`config.mk`:
```
export PLATFORM = sky130hd
export DESIGN_NAME = triangle_dispatcher
export DESIGN_NICKNAME = d
export VERILOG_FILES = /design/src/rtl/gpu_pkg.sv /design/src/rtl/triangle_dispatcher_tri_fetch.sv /design/src/rtl/triangle_dispatcher.sv
export SDC_FILE = /design/constraint.sdc
export NUM_CORES = 1
export LEC_CHECK = 0
export CORE_MARGIN = 4
export CORE_UTILIZATION = 46
export CTS_BUF_LIST = sky130_fd_sc_hd__clkbuf_4 sky130_fd_sc_hd__clkbuf_8
export CTS_CLUSTER_SIZE = 10
export DETAILED_ROUTE_END_ITERATION = 8
export HOLD_SLACK_MARGIN = 0.15
export PLACE_DENSITY = 0.79
export SYNTH_ARGS = -nofsm -noshare
export SYNTH_HDL_FRONTEND = slang
export SYNTH_SLANG_ARGS = --single-unit
```
`constraint.sdc`:
```
create_clock -name clk -period 2.6 [get_ports clk]
set_input_delay 0.26 -clock clk [delete_from_list [all_inputs] [get_ports clk]]
set_output_delay 0.26 -clock clk [all_outputs]
set_load 0.01 [all_outputs]
```
`src/rtl/gpu_pkg.sv`:
```
// Shared types for the GPU front end: vertex layout and dispatcher state encoding.
package gpu_pkg;

  typedef logic [2:0][31:0] vertex_t;

  localparam int WORDS_PER_TRI = 9;

  typedef enum logic [2:0] {
    IDLE      = 3'd0,
    FETCH     = 3'd1,
    START     = 3'd2,
    WAIT_DONE = 3'd3,
    SWAP      = 3'd4
  } disp_state_t;

endpackage

```
`src/rtl/triangle_dispatcher_tri_fetch.sv`:
```
// Vertex RAM address sequencer and 9-word triangle capture register.
module tri_fetch
  import gpu_pkg::*;
#(
  parameter int VM_AW = 8
) (
  input  logic             clk,
  input  logic             areset_n,
  input  logic             start,
  input  logic [VM_AW-1:0] base_addr,
  output logic             done,
  output logic [VM_AW-1:0] vm_addr,
  input  logic [31:0]      vm_rdata,
  output vertex_t          p1,
  output vertex_t          p2,
  output vertex_t          p3
);

  logic                                active_q;
  logic [3:0]                          k_q;
  logic [VM_AW-1:0]                    addr_q;
  logic [WORDS_PER_TRI-1:0][31:0]      w_q;

  // Cycle k issues address base+k; the word for address k lands one cycle later.
  // After the last issue the address simply holds, so the RAM sees no new traffic.
  always_ff @(posedge clk or negedge areset_n) begin
    if (!areset_n) begin
      active_q <= 1'b0;
      k_q      <= '0;
      addr_q   <= '0;
      w_q      <= '0;
    end else if (start) begin
      active_q <= 1'b1;
      k_q      <= '0;
      addr_q   <= base_addr;
    end else if (active_q) begin
      if (k_q < 4'd8) addr_q <= addr_q + VM_AW'(1);
      for (int unsigned i = 0; i < WORDS_PER_TRI; i++) begin
        if (k_q == 4'(i + 1)) w_q[i] <= vm_rdata;
      end
      if (k_q == 4'd9) active_q <= 1'b0;
      else             k_q      <= k_q + 4'd1;
    end
  end

  assign done    = active_q && (k_q == 4'd9);
  assign vm_addr = addr_q;
  assign p1      = w_q[2:0];
  assign p2      = w_q[5:3];
  assign p3      = w_q[8:6];

endmodule

```
`src/rtl/triangle_dispatcher.sv`:
```
// Frame-level triangle dispatcher: fetches each triangle, hands it to the rasterizer, swaps buffers.
module triangle_dispatcher
  import gpu_pkg::*;
#(
  parameter int MAX_TRI    = 16,
  parameter int VM_AW      = 8,
  parameter int START_HOLD = 4,
  parameter int TIMEOUT    = 2**20
) (
  input  logic             clk,
  input  logic             areset_n,
  input  logic             go,
  input  logic [7:0]       tri_count,
  output logic [VM_AW-1:0] vm_addr,
  input  logic [31:0]      vm_rdata,
  output vertex_t          p1,
  output vertex_t          p2,
  output vertex_t          p3,
  output logic             raster_start,
  input  logic             raster_done,
  output logic             buffer_sel,
  output logic             busy,
  output logic             frame_done,
  output logic             timeout_err
);

  localparam int TW = $clog2(MAX_TRI) + 1;
  localparam int HW = $clog2(START_HOLD) + 1;
  localparam int WW = $clog2(TIMEOUT) + 1;

  disp_state_t      state_q;
  logic [TW-1:0]    n_q;
  logic [TW-1:0]    tri_idx_q;
  logic [HW-1:0]    hold_q;
  logic [WW-1:0]    wd_q;
  logic             raster_start_q;
  logic             buffer_sel_q;
  logic             frame_done_q;
  logic             timeout_err_q;

  logic [TW-1:0]    n_go;
  logic [TW-1:0]    next_idx;
  logic             last_tri;
  logic             fetch_start;
  logic             fetch_done;
  logic [VM_AW-1:0] base_addr;

  // The fetcher is kicked on the edge that enters FETCH, so its base address
  // is derived from the index the FSM is about to move to.
  always_comb begin
    n_go        = (int'(tri_count) > MAX_TRI) ? TW'(MAX_TRI) : TW'(tri_count);
    last_tri    = (tri_idx_q == n_q - TW'(1));
    next_idx    = (state_q == IDLE) ? '0 : tri_idx_q + TW'(1);
    fetch_start = ((state_q == IDLE) && go && (n_go != '0)) ||
                  ((state_q == WAIT_DONE) && raster_done && !last_tri);
    base_addr   = VM_AW'(32'(next_idx) * WORDS_PER_TRI);
  end

  tri_fetch #(
    .VM_AW (VM_AW)
  ) u_fetch (
    .clk       (clk),
    .areset_n  (areset_n),
    .start     (fetch_start),
    .base_addr (base_addr),
    .done      (fetch_done),
    .vm_addr   (vm_addr),
    .vm_rdata  (vm_rdata),
    .p1        (p1),
    .p2        (p2),
    .p3        (p3)
  );

  always_ff @(posedge clk or negedge areset_n) begin
    if (!areset_n) begin
      state_q        <= IDLE;
      n_q            <= '0;
      tri_idx_q      <= '0;
      hold_q         <= '0;
      wd_q           <= '0;
      raster_start_q <= 1'b0;
      buffer_sel_q   <= 1'b0;
      frame_done_q   <= 1'b0;
      timeout_err_q  <= 1'b0;
    end else begin
      case (state_q)
        IDLE: begin
          if (go) begin
            n_q           <= n_go;
            tri_idx_q     <= '0;
            timeout_err_q <= 1'b0;
            if (n_go == '0) begin
              state_q      <= SWAP;
              frame_done_q <= 1'b1;
            end else begin
              state_q <= FETCH;
            end
          end
        end
        FETCH: begin
          if (fetch_done) begin
            state_q        <= START;
            raster_start_q <= 1'b1;
            hold_q         <= '0;
          end
        end
        START: begin
          if (hold_q == HW'(START_HOLD - 1)) begin
            raster_start_q <= 1'b0;
            wd_q           <= '0;
            state_q        <= WAIT_DONE;
          end else begin
            hold_q <= hold_q + HW'(1);
          end
        end
        WAIT_DONE: begin
          // Completion is checked before the watchdog so a coincident done is never an error.
          if (raster_done) begin
            tri_idx_q <= tri_idx_q + TW'(1);
            if (last_tri) begin
              state_q      <= SWAP;
              frame_done_q <= 1'b1;
            end else begin
              state_q <= FETCH;
            end
          end else if (wd_q == WW'(TIMEOUT - 1)) begin
            timeout_err_q <= 1'b1;
            state_q       <= SWAP;
            frame_done_q  <= 1'b1;
          end else begin
            wd_q <= wd_q + WW'(1);
          end
        end
        SWAP: begin
          frame_done_q <= 1'b0;
          buffer_sel_q <= ~buffer_sel_q;
          state_q      <= IDLE;
        end
        default: state_q <= IDLE;
      endcase
    end
  end

  assign raster_start = raster_start_q;
  assign buffer_sel   = buffer_sel_q;
  assign frame_done   = frame_done_q;
  assign timeout_err  = timeout_err_q;
  assign busy         = (state_q != IDLE);

endmodule

```
==> results <==
worst paths after layout:
kind	start	endpoint	slack (ns)	cells after the start
worst max-delay path	n_q[0]	u_fetch.p3[56]	-0.27	11
worst min-delay path	areset_n	u_fetch.p2[71]	0.26	2
worst max register to register	n_q[0]	u_fetch.p3[56]	-0.27	11
worst min register to register	buffer_sel	buffer_sel	0.48	1
max in group asynchronous	areset_n	u_fetch.p1[68]	1.45	3
min in group clk	tri_count[0]	n_q[0]	0.29	3
stage by stage:
stage / std cells / worst slack, ns / utilization [%]
floorplan: 956 / -0.0136 / -
global placement: 1699 / -0.147 / 61.2
detailed placement: 1699 / -0.203 / 61.2
CTS: 1808 / -0.218 / 66.2
global route: 1840 / -0.366 / 70.3
finish: 1840 / -0.266 / 70.3
flip-flops by register name (all words and copies together), names as in the netlist:
name and count:
u_fetch.p1 96, buffer_sel 1, state_q 3, u_fetch.p3 96, raster_start 1, timeout_err 1, u_fetch.p2 96, tri_idx_q 5
wd_q 21, frame_done 1, u_fetch.vm_addr 8, u_fetch.active_q 1, hold_q 3, n_q 5, u_fetch.k_q 4
cells in the final DEF, fill, tap and decap left out, types with 5 or more instances in the layout:
master           Yosys  routed
clkdlybuf4s50_1      0     343
dfrtp_1            342     342
mux2_4               0     151
mux2_2             280     136
clkbuf_8             0      69
nor2_1              44      42
nand2_1             37      37
buf_4                0      31
clkbuf_4             0      25
buf_12               0      25
o21ai_0             25      24
xor2_1              24      23
clkbuf_16            0      20
nand3_1             17      17
nand4_1             13      13
ha_1                14      13
xnor2_1             12      12
inv_1               11       9
and3_1               7       7
a21oi_1              7       7
nor2b_1              7       7
buf_6                0       7
nor3_1               7       6
or3_1                5       5
nand4b_1             5       5
and2_1               5       5
a31oi_1              5       5
nor2_4               0       5
clkinv_2             0       5
worst max-delay path, delay by kind of cell (launching register included):
| kind | cells | cell delay [ns] |
|---|---|---|
| flops | 1 | 0.39 |
| simple gates | 2 | 0.23 |
| compound gates | 3 | 1.07 |
| fa+ha+maj | 1 | 0.16 |
| mux | 1 | 0.27 |
| buf+inv | 4 | 0.60 |
per-layer routing:
layer  routed length (um)  GRT usage (%)  up-vias
li1                     -              -     4293
met1                17700           28.5     5021
met2                21000           36.9      396
met3                 3960           9.14       86
met4                 1550           6.59        0
met5                    0              0        -
area by class of cell:
cell class / instances / area [um2]
antenna: 1 / 2.50
clock buffer: 94 / 1140
clock inverter: 8 / 71.3
fill: 1978 / 8790
inverter: 11 / 41.3
multi-input combinational: 561 / 5590
sequential: 342 / 8560
tap: 390 / 488
timing repair buffer: 433 / 4880
power breakdown:
group          total (mW)  internal [mW]  switching (mW)
Sequential           9.44           7.86            1.58
Combinational        13.7           8.33            5.36
Clock                4.99           2.84            2.14
cell families (layout without fill, tap and decap cells):
family	Yosys count	in the layout
flops	342	342
mux	291	291
simple gates	166	166
compound gates	53	53
buf+inv	53	546
xor+xnor	36	36
fa+ha+maj	15	15
other cells	0	1
repair_timing:
action / 4_1_cts / 5_1_grt
gates cloned: 2 / 24
endpoints found under the hold margin: 106 / 0
setup buffers: 4 / 8
resized for setup: 46 / 148
pin swaps: 3 / 6
endpoints found under the setup margin: 288 / 289
hold buffers: 1 / 0
==> metrics <==
fin crit period=approximately 2.9 ns; max-slew violation count=0; Clock Skew=around 0.022 ns; CTS root buf=clkbuf_8; CP cell instances=inv_2, ha_4, nand2b_4, a2111o_1, a311o_1, buf_6, a211oi_4, nand4_1, buf_6, buf_12, mux2_2; Final nets=1,463; Critical Path End Type=register; Port Buffer Count=~340; hold slack final=about 0.26 ns; Ports=345; status=finished with violations; sequential cell area fraction in the yosys report=62.3%; fin area=0.0208 mm2; P_leak=9.14 nW; Mapped Avg Cell Area=14.4 um2; largest family of logic cells by synthesized area=multiplexers; Yosys reg bits=342; top-count cell post-synth=dfrtp_1; cell mode on critical path=buf_6; clk_lat worst skew=roughly 0.59 ns; Area Growth Syn to Fin=51.1%; CP max FO=6; simple-gate share of the synthesized area=under 10%; worst setup margin=-0.266 ns; Synth Area in Adders=1.42%; fraction of layout cells with a size suffix above 1=34.0%; die footprint=about 0.033 mm2; ranking of synthesized cells by area=dfrtp_1 62%, mux2_2 23%, xor2_1 1.5%, ha_1 1.3%, nor2_1 1.2%; relative slew slack=16.1%; GR Overflow Total=0; Power Total=28.1 mW; max-cap viol count=0; WP data required=between 3 and 4 ns; compound-gate portion of the synthesized area=2.44%; Peak VDD IR=0.000967 V; CTS sink cnt=between 300 and 400; CP arrival=about 3.3 ns; count of different cell masters after synthesis=44; DRC Markers=0; TritonRoute pass-1 iters=4; row count=63; initial antenna violation count=1; Async S/R FF share, synth=100%; DP Wirelength=25,300 um; Worst Setup Start Kind=register; TritonCTS clock tree=built; Avg WL per Cell=24.1 um; first-pass GRT wire length=between 50,000 and 60,000 um; Setup violations, final=about 290; initial core utilization=46.5%; part of the cycle the worst path needs=110%; Die X=181 um; DR vias=around 10,000; TNS Setup=-46.41 ns; CORE AREA=0.0296 mm2; Top FF cell, synth=dfrtp_1; pwr dens=~1400 mW/mm2; vias in the first global route=10,200; vias per std cell=about 5.3; Die Ht=181 um; Crit Path Category=register to register; RD Place Congestion=a little over 0.8; Yosys warning total=0; multiplexer share of the synthesized area=23.8%; clk slew on worst S/H paths=0.07 ns; final WL=approximately 44,000 um; Synth Cell Area=~0.014 mm2; Post-Syn Instances=956; worst-margin pin slew=1.25 ns; Net Count, Synth=1,015; GRT Util Overall=22.8%; Synth area leader=dfrtp_1; Post-Synth XOR/XNOR Area=2.29%; final hold violation count=0; share of the synthesized area in the top cell type=62.3%; failing checks=setup timing; unrepaired setup endpoints after global routing=true; Post-DRT Antenna Nets=0; 1st-iter DRT viols=501; area post-placement=0.0181 mm2; CTS Buf Count=55; H-Tree Level Count=2; largest net degree at the start of global routing=79; Post-synth EDFFs=0; CTS Buffer Depth=3; slowest stage delay, CP=0.39 ns; Post-synth top cells=342 x dfrtp_1, 280 x mux2_2, 44 x nor2_1, 37 x nand2_1, 28 x buf_2; worst-path cell with the longest stage delay=dfrtp_1; Fmax achieved=about 0.35 GHz; Hold WC Path Type=input pin to async pin
No activity file was read; power rests on OpenSTA's default activity.
